**config.mk**
```make
export PLATFORM = sky130hd
export DESIGN_NAME = layer45_trainer_flat
export DESIGN_NICKNAME = d
export VERILOG_FILES = /design/src/rtl/layer45_trainer_if.sv /design/src/rtl/layer45_trainer.sv /design/src/flat_wrapper.sv
export SDC_FILE = /design/constraint.sdc
export NUM_CORES = 2
export LEC_CHECK = 0
export CAP_MARGIN = 20
export CORE_AREA = 2 2 673 675
export CTS_CLUSTER_DIAMETER = 40
export DETAILED_ROUTE_END_ITERATION = 10
export DIE_AREA = 0 0 675 677
export GPL_TIMING_DRIVEN = 0
export PLACE_DENSITY_LB_ADDON = 0.25
export SLEW_MARGIN = 20
export SYNTH_ARGS = -nofsm -noshare
export SYNTH_HDL_FRONTEND = slang
export SYNTH_SLANG_ARGS = --single-unit
export TNS_END_PERCENT = 20
```
**constraint.sdc**
```tcl
create_clock -name clock -period 40.3 [get_ports clock]
set_input_delay 10.075 -clock clock [delete_from_list [all_inputs] [get_ports clock]]
set_output_delay 10.075 -clock clock [all_outputs]
set_load 0.03 [all_outputs]
```
**src/rtl/layer45_trainer_if.sv**
```systemverilog
// rtl/layer45_trainer_if.sv - sample, layer and result buses of the layer trainer
// zero2one_t is carried as a W-bit unsigned fraction, all-ones meaning 1.0.
interface layer45_trainer_if #(
  parameter int N = 16,
  parameter int M = 45,
  parameter int W = 8
);
  localparam int EW = $clog2(M + 1);

  logic                s_valid;
  logic                s_ready;
  logic                s_train;
  logic [N-1:0][W-1:0] s_in;
  logic [M-1:0][W-1:0] s_expected;

  logic                l_valid;
  logic                l_learn;
  logic [N-1:0][W-1:0] l_in;
  logic [M-1:0][W-1:0] l_expected_out;
  logic [M-1:0][W-1:0] l_out;

  logic                r_valid;
  logic                r_ready;
  logic [M-1:0][W-1:0] r_out;
  logic [EW-1:0]       r_err;

  logic [15:0]         sample_count;
  logic [15:0]         train_count;

  modport master (
    input  s_valid, s_train, s_in, s_expected, l_out, r_ready,
    output s_ready, l_valid, l_learn, l_in, l_expected_out,
           r_valid, r_out, r_err, sample_count, train_count
  );

  modport slave (
    output s_valid, s_train, s_in, s_expected, l_out, r_ready,
    input  s_ready, l_valid, l_learn, l_in, l_expected_out,
           r_valid, r_out, r_err, sample_count, train_count
  );
endinterface

```
**src/rtl/layer45_trainer.sv**
```systemverilog
// rtl/layer45_trainer.sv - sequences one sample through a neuron layer
// Presents the sample, waits SETTLE cycles, captures output and error count, optionally learns.
module layer45_trainer #(
  parameter int             N      = 16,
  parameter int             M      = 45,
  parameter int             SETTLE = 2,
  parameter int             W      = 8,
  parameter logic [W-1:0]   TOL    = '0
) (
  input  logic clock,
  input  logic reset_n,
  layer45_trainer_if.master bus
);
  localparam int         EW          = $clog2(M + 1);
  localparam logic [3:0] SETTLE_LAST = 4'(SETTLE - 1);

  typedef enum logic [2:0] {
    S_IDLE,
    S_PRESENT,
    S_SETTLE,
    S_LEARN,
    S_RESULT
  } state_t;

  state_t              r_state;
  state_t              w_next;
  logic [3:0]          r_settle_cnt;
  logic [N-1:0][W-1:0] r_l_in;
  logic [M-1:0][W-1:0] r_l_exp;
  logic                r_train;
  logic [M-1:0][W-1:0] r_cap_out;
  logic [EW-1:0]       r_cap_err;
  logic [15:0]         r_sample_cnt;
  logic [15:0]         r_train_cnt;

  logic                w_accept;
  logic                w_release;
  logic                w_settle_done;
  logic [EW-1:0]       w_err_cnt;

  assign w_accept      = bus.s_valid && (r_state == S_IDLE);
  assign w_release     = bus.r_ready && (r_state == S_RESULT);
  assign w_settle_done = (r_state == S_SETTLE) && (r_settle_cnt == SETTLE_LAST);

  always_ff @(posedge clock) begin
    if (!reset_n) begin
      r_state <= S_IDLE;
    end else begin
      r_state <= w_next;
    end
  end

  always_comb begin
    w_next = r_state;
    case (r_state)
      S_IDLE:    if (w_accept) w_next = S_PRESENT;
      S_PRESENT: w_next = S_SETTLE;
      S_SETTLE:  if (w_settle_done) w_next = r_train ? S_LEARN : S_RESULT;
      S_LEARN:   w_next = S_RESULT;
      S_RESULT:  if (w_release) w_next = S_IDLE;
      default:   w_next = S_IDLE;
    endcase
  end

  always_comb begin
    bus.s_ready = (r_state == S_IDLE);
    bus.l_valid = (r_state == S_PRESENT) || (r_state == S_LEARN);
    bus.l_learn = (r_state == S_LEARN);
    bus.r_valid = (r_state == S_RESULT);
  end

  // Distance is taken as larger-minus-smaller so it never wraps in W bits.
  always_comb begin : p_err
    logic [W-1:0] w_d;
    w_d       = '0;
    w_err_cnt = '0;
    for (int i = 0; i < M; i++) begin
      if (bus.l_out[i] > r_l_exp[i]) begin
        w_d = bus.l_out[i] - r_l_exp[i];
      end else begin
        w_d = r_l_exp[i] - bus.l_out[i];
      end
      if (w_d > TOL) begin
        w_err_cnt = w_err_cnt + EW'(1);
      end
    end
  end

  always_ff @(posedge clock) begin
    if (!reset_n) begin
      r_settle_cnt <= '0;
      r_l_in       <= '0;
      r_l_exp      <= '0;
      r_train      <= 1'b0;
      r_cap_out    <= '0;
      r_cap_err    <= '0;
      r_sample_cnt <= '0;
      r_train_cnt  <= '0;
    end else begin
      if (w_accept) begin
        r_l_in  <= bus.s_in;
        r_l_exp <= bus.s_expected;
        r_train <= bus.s_train;
      end
      if (r_state == S_SETTLE) begin
        r_settle_cnt <= w_settle_done ? 4'd0 : r_settle_cnt + 4'd1;
      end
      if (w_settle_done) begin
        r_cap_out <= bus.l_out;
        r_cap_err <= w_err_cnt;
      end
      if (r_state == S_LEARN) begin
        r_train_cnt <= r_train_cnt + 16'd1;
      end
      if (w_release) begin
        r_sample_cnt <= r_sample_cnt + 16'd1;
      end
    end
  end

  assign bus.l_in           = r_l_in;
  assign bus.l_expected_out = r_l_exp;
  assign bus.r_out          = r_cap_out;
  assign bus.r_err          = r_cap_err;
  assign bus.sample_count   = r_sample_cnt;
  assign bus.train_count    = r_train_cnt;
endmodule

```
**src/flat_wrapper.sv**
```systemverilog
// flat-port wrapper written by rule: the top's interface ports become plain ports
module layer45_trainer_flat 
#(
  parameter int             N      = 16,
  parameter int             M      = 45,
  parameter int             SETTLE = 2,
  parameter int             W      = 8,
  parameter logic [W-1:0]   TOL    = '0
)
  (clock, reset_n, bus_s_valid, bus_s_train, bus_s_in, bus_s_expected, bus_l_out, bus_r_ready, bus_s_ready, bus_l_valid, bus_l_learn, bus_l_in, bus_l_expected_out, bus_r_valid, bus_r_out, bus_r_err, bus_sample_count, bus_train_count);
  layer45_trainer_if #(.N(N), .M(M), .W(W)) bus_i ();
  input  logic clock;
  input  logic reset_n;
  input wire logic [$bits(bus_i.s_valid)-1:0] bus_s_valid;
  input wire logic [$bits(bus_i.s_train)-1:0] bus_s_train;
  input wire logic [$bits(bus_i.s_in)-1:0] bus_s_in;
  input wire logic [$bits(bus_i.s_expected)-1:0] bus_s_expected;
  input wire logic [$bits(bus_i.l_out)-1:0] bus_l_out;
  input wire logic [$bits(bus_i.r_ready)-1:0] bus_r_ready;
  output wire logic [$bits(bus_i.s_ready)-1:0] bus_s_ready;
  output wire logic [$bits(bus_i.l_valid)-1:0] bus_l_valid;
  output wire logic [$bits(bus_i.l_learn)-1:0] bus_l_learn;
  output wire logic [$bits(bus_i.l_in)-1:0] bus_l_in;
  output wire logic [$bits(bus_i.l_expected_out)-1:0] bus_l_expected_out;
  output wire logic [$bits(bus_i.r_valid)-1:0] bus_r_valid;
  output wire logic [$bits(bus_i.r_out)-1:0] bus_r_out;
  output wire logic [$bits(bus_i.r_err)-1:0] bus_r_err;
  output wire logic [$bits(bus_i.sample_count)-1:0] bus_sample_count;
  output wire logic [$bits(bus_i.train_count)-1:0] bus_train_count;
  assign bus_i.s_valid = bus_s_valid;
  assign bus_i.s_train = bus_s_train;
  assign bus_i.s_in = bus_s_in;
  assign bus_i.s_expected = bus_s_expected;
  assign bus_i.l_out = bus_l_out;
  assign bus_i.r_ready = bus_r_ready;
  assign bus_s_ready = bus_i.s_ready;
  assign bus_l_valid = bus_i.l_valid;
  assign bus_l_learn = bus_i.l_learn;
  assign bus_l_in = bus_i.l_in;
  assign bus_l_expected_out = bus_i.l_expected_out;
  assign bus_r_valid = bus_i.r_valid;
  assign bus_r_out = bus_i.r_out;
  assign bus_r_err = bus_i.r_err;
  assign bus_sample_count = bus_i.sample_count;
  assign bus_train_count = bus_i.train_count;
  layer45_trainer #(.N(N), .M(M), .SETTLE(SETTLE), .W(W), .TOL(TOL)) u_core (.clock(clock), .reset_n(reset_n), .bus(bus_i));
endmodule
```
==> flow_summary.ini <==
[worst_setup_path]
path_common_cell = ha_1
critPathLaunchType = input pin
path_class = in -> reg
cpMaxStageDelayCell = clkdlybuf4s50_1
r2r_setup_slack_ps = 11240
r2r_start = u_core.bus.l_expected_out[1]
worstPathRequired_ps = 41090
crit_path_end_kind = flip-flop
cp_max_fo = 10
reg2regPathDepth = 154
worst_path_largest_cell_delay_ps = 530
r2r-end = u_core.bus.r_err[5]
arrival_ps = 38940

[sta]
finalHoldViolCount = 0
period_share = 0.9467
fin_crit_ps = 38150
fmax_mhz = 26.21
slew_viol_final = 0
setup_viol = 0
timing.hold.ws_ps = 462.4
timing.final.ws_setup_ps = 2148
tightest_slew_ps = 1083
fin_skew_ps = 78.57
maxSlewHeadroom = 0.2749

[layout]
area_delta_synth_final_pct = 51.19
regArea_um2 = 17900
final_common_cell = clkdlybuf4s50_1
n_fill_cell = 50188
final_cell_mix = clkdlybuf4s50_1 (1739), nand2_1 (1311), dfxtp_1 (894)
fin_nets = 11565
drive_gt1_frac = 0.06249
multi_input_area_um2 = 42210

[logic_synthesis]
syn-instance-count = 8008
synth_top_area_cell = dfxtp_1
synth_nets = 9584
synth_edf_count = 0
yosys.cell_types.count = 112
synthDominantCellAreaShare = 0.2774
synth_seq_cells = 894
yosys_warnings = 0
synth_area_leaders = dfxtp_1 (28%), ha_1 (14%), nand2_1 (7.6%), a21boi_0 (6.1%), inv_1 (5.2%)
synthFlopType = dfxtp_1
syn_avg_cell_area_um2 = 8.058
syn_area_um2 = 64530
ys_seq_area_frac = 0.2774
async_reset_ff_frac = 0

[flow_run]
cap_violations = 0

[grt]
grt_max_degree = 19
overflow = 0
antenna_found_initial = 168
grt_first_pass_wirelength_mm = 550.1
track_usage = 0.1736
grt_pass1_vias = 64162

[hold_path]
whs_path_depth = 2
min-delay-start = u_core.bus.l_in[96]
hold_path_end = u_core.bus.l_in[96]
min_path_type = reg -> reg

[die]
ioPinCount = 1743
rows = 247
dieArea_um2 = 457000
die_h_um = 677
core_um2 = 450600
die_w_um = 675
initial_core_util = 0.1432

[clock_network]
cts.sinks = 894
clock_latency_ps = 900
clockRootBuffer = clkbuf_16
clkTransAtPathRegs_ps = 40
cts_tree = yes
cts_buffers = 209
clock_path_buffers = 4
htreeDepth = 4

[detailed_routing]
drt_iter0_drc = 4259
drc_errors = 0
drt_wl_total_mm = 414.7
wl_per_cell_um = 25.58
dr.pass1.iters = 6
ant_nets = 0
num_vias = 66623
viasPerCell = 4.109

[placement]
place_hpwl_mm = 359.6
dp_worst_setup_slack_ps = -680.3
routabilityCongestion = 0.9279
io_buffers = 1741

[run_status]
status = finished clean
-- layout make-up --
cell class / instances / share of cell area
sequential: 894 / 0.1835
clock inverter: 120 / 0.01538
multi-input combinational: 5889 / 0.4327
tap: 5976 / 0.07664
buffer: 333 / 0.01393
clock buffer: 263 / 0.05878
antenna: 76 / 0.001949
timing repair buffer: 1770 / 0.1828
inverter: 892 / 0.03432
-- state kept, by name, indices dropped and copies added, names as in the netlist --
register,cells
u_core.bus.l_in,128
u_core.r_settle_cnt,4
u_core.r_train,1
u_core.bus.r_err,6
u_core.bus.r_out,360
u_core.bus.sample_count,16
u_core.bus.l_expected_out,360
u_core.bus.train_count,16
u_core.r_state,3
-- routing by layer --
layer	vias to the layer above	global-route usage	wire length [um]
li1	31893	-	-
met1	32028	0.2094	172700
met2	2118	0.2947	196400
met3	532	0.04153	28040
met4	52	0.06941	17310
met5	-	0	326
-- metrics by stage --
stage / instance area, um2 / util / instances / TNS [ps]
final: 97560 / 0.2165 / 16213 / 0
after global routing: 97470 / 0.2163 / 16176 / -82.74
after CTS: 97220 / 0.2158 / 16132 / 0
after detailed placement: 89980 / 0.1997 / 15749 / -1676
after global placement: 89430 / 0.1985 / 15725 / -8985
after floorplan: 64530 / - / 8008 / 0
-- how the worst max path moves through the flow --
stage | from | endpoint | slack [ps] | cells past startpoint
after floorplan | bus_l_out[1] | u_core.bus.r_err[5] | 4690 | 152
after global placement | bus_l_out[2] | u_core.bus.r_err[5] | -2130 | 152
after detailed placement | bus_l_out[0] | u_core.bus.r_err[5] | -680 | 155
after CTS | bus_l_out[0] | u_core.bus.r_err[5] | 190 | 155
after global routing | bus_l_out[1] | u_core.bus.r_err[5] | -80 | 155
final | bus_l_out[1] | u_core.bus.r_err[5] | 2150 | 154
-- cells in the mapped netlist, types with 136 or more instances --
cell      count
a21boi_0    524
a21oi_1     303
a22o_1      369
clkbuf_1    306
dfxtp_1     894
ha_1        723
inv_1       891
mux2i_1     157
nand2_1    1311
nor2_1      249
nor2b_1     136
o21ai_0     255
xnor2_1     219
-- critical path, delay by kind of cell --
| family | cells | cell delay (ps) |
|---|---|---|
| mux | 13 | 2940 |
| simple gates | 37 | 4130 |
| fa+ha+maj | 26 | 7870 |
| xor+xnor | 22 | 3550 |
| compound gates | 48 | 9040 |
| buf+inv | 8 | 1270 |
-- cell families after synthesis --
logic type                 share of synthesized area
and+or+nand+nor                               0.1729
xor gates and xnor gates                     0.05808
muxes                                        0.03525
DFF                                           0.2774
buffers and inverters                        0.07175
AOI/OAI and AO/OA                             0.2445
adders and majority gates                     0.1402
-- what timing repair did --
item                                    in CTS  in global routing
hold buffers                                 0                  0
hold endpoints to repair                     0                  0
buffers inserted                             0                  4
resized for setup                            0                 25
endpoints found under the setup margin       0                  5
Power is not shown: default switching activity piles up to over one toggle a cycle in this logic, so the estimate is an artifact.
